File: config.mk
export PLATFORM = sky130hd
export DESIGN_NAME = product_accumulator_flat
export DESIGN_NICKNAME = d
export VERILOG_FILES = /design/src/rtl/product_accumulator_if.sv /design/src/rtl/product_accumulator.sv /design/src/flat_wrapper.sv
export SDC_FILE = /design/constraint.sdc
export NUM_CORES = 1
export LEC_CHECK = 0
export ABC_AREA = 1
export CAP_MARGIN = 20
export CORE_ASPECT_RATIO = 0.6
export CORE_MARGIN = 2
export CORE_UTILIZATION = 30
export CTS_CLUSTER_DIAMETER = 200
export CTS_CLUSTER_SIZE = 10
export DETAILED_ROUTE_END_ITERATION = 10
export GPL_TIMING_DRIVEN = 0
export MAX_ROUTING_LAYER = met4
export PLACE_DENSITY_LB_ADDON = 0.12
export SETUP_SLACK_MARGIN = 0.5
export SLEW_MARGIN = 10
export SYNTH_ARGS = -nofsm -noshare
export SYNTH_HDL_FRONTEND = slang
export SYNTH_SLANG_ARGS = --single-unit
File: constraint.sdc
create_clock -name clk -period 5.65 [get_ports clk]
set_clock_uncertainty 0.05 [all_clocks]
set_input_delay 1.13 -clock clk [delete_from_list [all_inputs] [get_ports clk]]
set_output_delay 1.13 -clock clk [all_outputs]
set_load 0.05 [all_outputs]
File: src/rtl/product_accumulator_if.sv
// Product-in / group-sum-out handshake bundle for product_accumulator.
// Each side follows valid/ready: a beat transfers on a rising edge where valid & ready are both 1.
interface product_accumulator_if #(
  parameter int PROD_W = 12,
  parameter int ACC_W  = 16
);
  logic              clear;
  logic              in_valid;
  logic              in_ready;
  logic [PROD_W-1:0] in_product;
  logic              out_valid;
  logic              out_ready;
  logic [ACC_W-1:0]  out_sum;
  logic              out_sat;
  logic              busy;
  logic              state_dbg;

  modport master (
    output clear, in_valid, in_product, out_ready,
    input  in_ready, out_valid, out_sum, out_sat, busy, state_dbg
  );

  modport slave (
    input  clear, in_valid, in_product, out_ready,
    output in_ready, out_valid, out_sum, out_sat, busy, state_dbg
  );
endinterface

File: src/rtl/product_accumulator.sv
// Sums groups of COUNT signed products into a saturating accumulator and
// presents each group total on a valid/ready output; one group in flight at a time.
module product_accumulator #(
  parameter int PROD_W = 12,
  parameter int ACC_W  = 16,
  parameter int COUNT  = 4
) (
  input  logic clk,
  input  logic rst,
  product_accumulator_if.slave bus
);
  localparam int CNT_W = (COUNT > 1) ? $clog2(COUNT) : 1;
  localparam logic [CNT_W-1:0] LAST_CNT = CNT_W'(COUNT - 1);
  localparam logic signed [ACC_W-1:0] ACC_MAX = {1'b0, {(ACC_W-1){1'b1}}};
  localparam logic signed [ACC_W-1:0] ACC_MIN = {1'b1, {(ACC_W-1){1'b0}}};

  typedef enum logic {ACCUM = 1'b0, DONE = 1'b1} state_t;

  state_t                   state_q;
  logic signed [ACC_W-1:0]  acc_q;
  logic [CNT_W-1:0]         cnt_q;
  logic                     sat_q;
  logic                     out_valid_q;
  logic [ACC_W-1:0]         out_sum_q;
  logic                     out_sat_q;

  logic signed [ACC_W-1:0]  prod_ext;
  logic signed [ACC_W:0]    sum_wide;
  logic                     clamp_hi;
  logic                     clamp_lo;
  logic                     clamp_d;
  logic signed [ACC_W-1:0]  acc_d;
  logic                     accept;

  // One guard bit is enough: two ACC_W-bit signed operands cannot overflow ACC_W+1 bits.
  assign prod_ext = ACC_W'($signed(bus.in_product));
  assign sum_wide = (ACC_W+1)'(acc_q) + (ACC_W+1)'(prod_ext);
  assign clamp_hi = !sum_wide[ACC_W] &&  sum_wide[ACC_W-1];
  assign clamp_lo =  sum_wide[ACC_W] && !sum_wide[ACC_W-1];
  assign clamp_d  = clamp_hi | clamp_lo;

  always_comb begin
    acc_d = sum_wide[ACC_W-1:0];
    if (clamp_hi) acc_d = ACC_MAX;
    if (clamp_lo) acc_d = ACC_MIN;
  end

  assign accept = bus.in_valid && (state_q == ACCUM);

  always_ff @(posedge clk or posedge rst) begin
    if (rst) begin
      state_q     <= ACCUM;
      acc_q       <= '0;
      cnt_q       <= '0;
      sat_q       <= 1'b0;
      out_valid_q <= 1'b0;
      out_sum_q   <= '0;
      out_sat_q   <= 1'b0;
    end else if (bus.clear) begin
      state_q     <= ACCUM;
      acc_q       <= '0;
      cnt_q       <= '0;
      sat_q       <= 1'b0;
      out_valid_q <= 1'b0;
      out_sum_q   <= '0;
      out_sat_q   <= 1'b0;
    end else begin
      case (state_q)
        ACCUM: begin
          if (accept) begin
            if (cnt_q == LAST_CNT) begin
              out_sum_q   <= acc_d;
              out_sat_q   <= sat_q | clamp_d;
              out_valid_q <= 1'b1;
              acc_q       <= '0;
              cnt_q       <= '0;
              sat_q       <= 1'b0;
              state_q     <= DONE;
            end else begin
              acc_q <= acc_d;
              cnt_q <= cnt_q + 1'b1;
              sat_q <= sat_q | clamp_d;
            end
          end
        end
        DONE: begin
          // Result holds until the consumer takes it; no input overlap on the handshake cycle.
          if (bus.out_ready) begin
            out_valid_q <= 1'b0;
            state_q     <= ACCUM;
          end
        end
        default: state_q <= ACCUM;
      endcase
    end
  end

  assign bus.in_ready  = (state_q == ACCUM);
  assign bus.out_valid = out_valid_q;
  assign bus.out_sum   = out_sum_q;
  assign bus.out_sat   = out_sat_q;
  assign bus.busy      = (cnt_q != '0) | out_valid_q;
  assign bus.state_dbg = state_q;
endmodule

File: src/flat_wrapper.sv
// flat-port wrapper written by rule: the top's interface ports become plain ports
module product_accumulator_flat 
#(
  parameter int PROD_W = 12,
  parameter int ACC_W  = 16,
  parameter int COUNT  = 4
)
  (clk, rst, bus_clear, bus_in_valid, bus_in_product, bus_out_ready, bus_in_ready, bus_out_valid, bus_out_sum, bus_out_sat, bus_busy, bus_state_dbg);
  product_accumulator_if #(.PROD_W(PROD_W), .ACC_W(ACC_W)) bus_i ();
  input  logic clk;
  input  logic rst;
  input wire logic [$bits(bus_i.clear)-1:0] bus_clear;
  input wire logic [$bits(bus_i.in_valid)-1:0] bus_in_valid;
  input wire logic [$bits(bus_i.in_product)-1:0] bus_in_product;
  input wire logic [$bits(bus_i.out_ready)-1:0] bus_out_ready;
  output wire logic [$bits(bus_i.in_ready)-1:0] bus_in_ready;
  output wire logic [$bits(bus_i.out_valid)-1:0] bus_out_valid;
  output wire logic [$bits(bus_i.out_sum)-1:0] bus_out_sum;
  output wire logic [$bits(bus_i.out_sat)-1:0] bus_out_sat;
  output wire logic [$bits(bus_i.busy)-1:0] bus_busy;
  output wire logic [$bits(bus_i.state_dbg)-1:0] bus_state_dbg;
  assign bus_i.clear = bus_clear;
  assign bus_i.in_valid = bus_in_valid;
  assign bus_i.in_product = bus_in_product;
  assign bus_i.out_ready = bus_out_ready;
  assign bus_in_ready = bus_i.in_ready;
  assign bus_out_valid = bus_i.out_valid;
  assign bus_out_sum = bus_i.out_sum;
  assign bus_out_sat = bus_i.out_sat;
  assign bus_busy = bus_i.busy;
  assign bus_state_dbg = bus_i.state_dbg;
  product_accumulator #(.PROD_W(PROD_W), .ACC_W(ACC_W), .COUNT(COUNT)) u_core (.clk(clk), .rst(rst), .bus(bus_i));
endmodule
==> reports/metrics.csv <==
stage,metric,value,unit
placed_design,dpl.hpwl,5889,um
route,dr.pass1.iters,5,
power_and_ir_drop,p_leak,0.001796,uW
die,pin_count,38,
die,die_y,76.49,um
route,drt_wl_total,7498,um
placed_design,dp_cells,531,
worst_hold_path,hold_class,flip-flop to flip-flop,
clock_network,post-cts-setup-buffer-count,0,
global_route,grt_max_degree,33,
clock_network,cts_tree,built,
timing,fin_tns_setup,0,ns
global_route,use_met3,4.143,%
global_route,antenna_found_initial,0,
worst_hold_path,whs_path_depth,2,
critical_path,cp_slowest_stage_delay,0.54,ns
critical_path,cp_cell_sequence,clkdlybuf4s50_1 -> ha_1 -> nand2_1 -> nor3_1 -> a21oi_1 -> nand2_1 -> nand2_1 -> nand2_1 -> inv_1 -> ha_1 -> inv_1 -> nand3_1 -> nand3_1 -> nand2_1,
synthesis,syn-cell-area,2628,sq um
route,ant_nets,0,
clock_network,cts_buffer_depth,2,
synthesis,yosysSeqAreaShare,36.19,%
timing,relSlewSlack,56.35,%
clock_network,cts-resized-gates,0,
die,core-area,8523,sq um
cells_and_area,area_growth,25.95,%
global_route,busiest_layer,met1,
route,drt-initial-drc-count,159,
die,fp.dieArea,9547,sq um
critical_path,r2r_start,u_core.acc_q[0],
timing,rsz0062_at_grt,no,
timing,fin_crit_sh,70.40,%
synthesis,synth-simple-area-share,34.57,%
route,remaining_drc_errors,0,
cells_and_area,layout_common_cells,"nand2_1, inv_1, nand3_1, dfrtp_1, clkdlybuf4s50_1",
timing,clock.fmax,251.4,MHz
synthesis,ys_seq_elements,38,
die,rows,26,
worst_hold_path,hold_start,u_core.bus.out_sum[13],
timing,layout_min_cycle_time,3.978,ns
flow_run,maxCapViolations,0,
timing,worst_pin_slew,0.6547,ns
critical_path,end_kind,flip-flop,
power_and_ir_drop,irDropWorstVdd,223.7,uV
global_route,grtUsageTotal,17.16,%
global_route,use_met1,26.14,%
global_route,grt_pass1_wl,12440,um
cells_and_area,ff_latch_area,950.9,sq um
synthesis,synthMuxAreaShare,0,%
die,start_util,30.83,%
cells_and_area,fin_area,3309,sq um
critical_path,cp_data_required_time,5.78,ns
power_and_ir_drop,p_per_area,599.4,nW/um^2
clock_network,root_buffer,clkbuf_16,
cells_and_area,final_common_cell,nand2_1,
synthesis,synth_top_family_by_area,simple AND/OR/NAND/NOR gates,
synthesis,synthAdderAreaFrac,10.29,%
timing,slew_violations,0,
clock_network,clkLatencyLatePin,0.29,ns
cells_and_area,layout-drive-gt1-share,8.899,%
worst_hold_path,hold_end,u_core.bus.out_sum[13],
cells_and_area,n_antenna_cell,0,
synthesis,yosys_warnings,0,
cells_and_area,fill_cells,933,
critical_path,crit_slowest_cell,clkdlybuf4s50_1,
synthesis,synth_compound_area_share,8.048,%
synthesis,syn_nets,419,
placed_design,portBuffers,37,
synthesis,synth.distinct_cells,23,
placed_design,routabilityCongestion,0.8726,
clock_network,path_clk_slew,0.06,ns
global_route,grt_use_met2,22.57,%
power_and_ir_drop,finalPower,1984,uW
clock_network,cts_htree_levels,2,
clock_network,cts_hold_buf,0,
clock_network,numCtsBuffers,5,
global_route,grt.overflow.total,0,
critical_path,crit_fanout,8,
route,via_count,2511,
critical_path,critical_path_class,input pin to flip-flop,
die,die_w,124.8,um
clock_network,numClockSinks,38,
critical_path,rrSetupSlack,2.66,ns
critical_path,reg2reg_to,u_core.bus.out_sum[10],
critical_path,critPathMostFrequentCell,nand2_1,
timing,hold_viol,0,
critical_path,worstPathArrival,4.10,ns
synthesis,syn_area_per_cell,6.896,sq um
critical_path,crit_path_start_kind,input pin,
global_route,grt_pass1_vias,2413,
synthesis,synthXorXnorAreaFrac,0.3333,%
cells_and_area,multi_input_area,1399,sq um
route,via_per_inst,4.659,
critical_path,reg2reg_depth,15,
placed_design,place_area,3158,sq um
timing,setup_viol,0,
route,wire_per_inst,13.91,um
synthesis,syn_inst,381,
outcome,status,"finished, final reports clean",
cells_and_area,layout.nets,464,
cells_and_area,finalNonFillerCells,539,
-- where the power goes --
| part | switching, uW | total (uW) | leakage, uW | internal (uW) |
|---|---|---|---|---|
| Sequential | 70.9 | 461 | 0.000496 | 390 |
| Clock | 120 | 295 | 0.0000729 | 175 |
| Combinational | 829 | 1230 | 0.00123 | 399 |
| Total | 1020 | 1980 | 0.00180 | 964 |
-- kinds of logic (layout without fill, tap and decap cells) --
family                   Yosys count  count (layout)
flip-flops                        38              38
AO/OA/AOI/OAI                     40              40
adder cells (fa/ha/maj)           21              21
XOR/XNOR                           1               1
buffers and inverters             70             116
AND/OR/NAND/NOR                  211             211
-- cell type report --
class	count	area share, %
inverters	63	7.146
repair buffers	38	11.80
plain buffers	7	1.248
well taps	112	4.234
multi-input cells	273	42.27
clock inverters	2	0.3781
clock buffers	6	4.197
flip-flops and latches	38	28.73
-- worst max path at each step --
stage / from / end / slack [ns] / depth (start not counted)
2_1_floorplan: bus_in_product[0] / u_core.bus.out_sum[8] / 2.43 / 15
3_3_place_gp: bus_in_product[11] / u_core.bus.out_sum[10] / 1.38 / 14
3_5_place_dp: bus_in_product[11] / u_core.bus.out_sum[10] / 1.37 / 14
4_1_cts: bus_in_product[11] / u_core.bus.out_sum[10] / 1.65 / 14
5_1_grt: bus_in_product[11] / u_core.bus.out_sum[2] / 1.44 / 13
6_report: bus_in_product[11] / u_core.bus.out_sum[10] / 1.67 / 14
-- cells in the mapped netlist --
| library cell | number | area, sq um |
|---|---|---|
| nand2_1 | 132 | 495.5 |
| inv_1 | 58 | 217.7 |
| nand3_1 | 44 | 220.2 |
| dfrtp_1 | 38 | 950.9 |
| o21ai_0 | 22 | 110.1 |
| ha_1 | 20 | 250.2 |
| a21oi_1 | 14 | 70.07 |
| nor2_1 | 14 | 52.55 |
| nand2_2 | 8 | 50.05 |
| inv_2 | 5 | 18.77 |
| nand4_1 | 4 | 25.02 |
| nor2_2 | 4 | 25.02 |
| buf_2 | 3 | 15.01 |
| nand3_2 | 3 | 30.03 |
| a21oi_2 | 2 | 17.52 |
| buf_4 | 2 | 15.01 |
| nor3_1 | 2 | 10.01 |
| clkbuf_1 | 1 | 3.750 |
| clkbuf_4 | 1 | 7.510 |
| fa_1 | 1 | 20.02 |
| o22ai_1 | 1 | 6.260 |
| o31ai_1 | 1 | 7.510 |
| xor2_1 | 1 | 8.760 |
-- layer usage --
metal	wire [um]	up-vias
li1	-	1292
met1	4189	1151
met2	2804	61
met3	434	7
met4	70	0
met5	0	-
-- sequential cells by signal, summed over array words and instances (netlist names) --
register              cells
u_core.bus.out_valid      1
u_core.acc_q             16
u_core.bus.state_dbg      1
u_core.sat_q              1
u_core.cnt_q              2
u_core.bus.out_sum       16
u_core.bus.out_sat        1
-- stage by stage --
step	setup slack, ns	util [%]	hold WS [ns]
after global placement	1.377	36.82	0.4162
after global routing	1.442	38.83	0.4518
after floorplan	2.434	-	0.4031
after CTS	1.647	38.83	0.4359
final	1.672	38.83	0.4300
after detailed placement	1.365	37.05	0.4201
-- critical path, delay by kind of cell --
family,cells,cell delay (ns)
buf+inv,3,0.92
compound gates,1,0.18
simple gates,8,1.08
fa+ha+maj,2,0.78
Note: power is estimated with default switching activity, not from simulation.
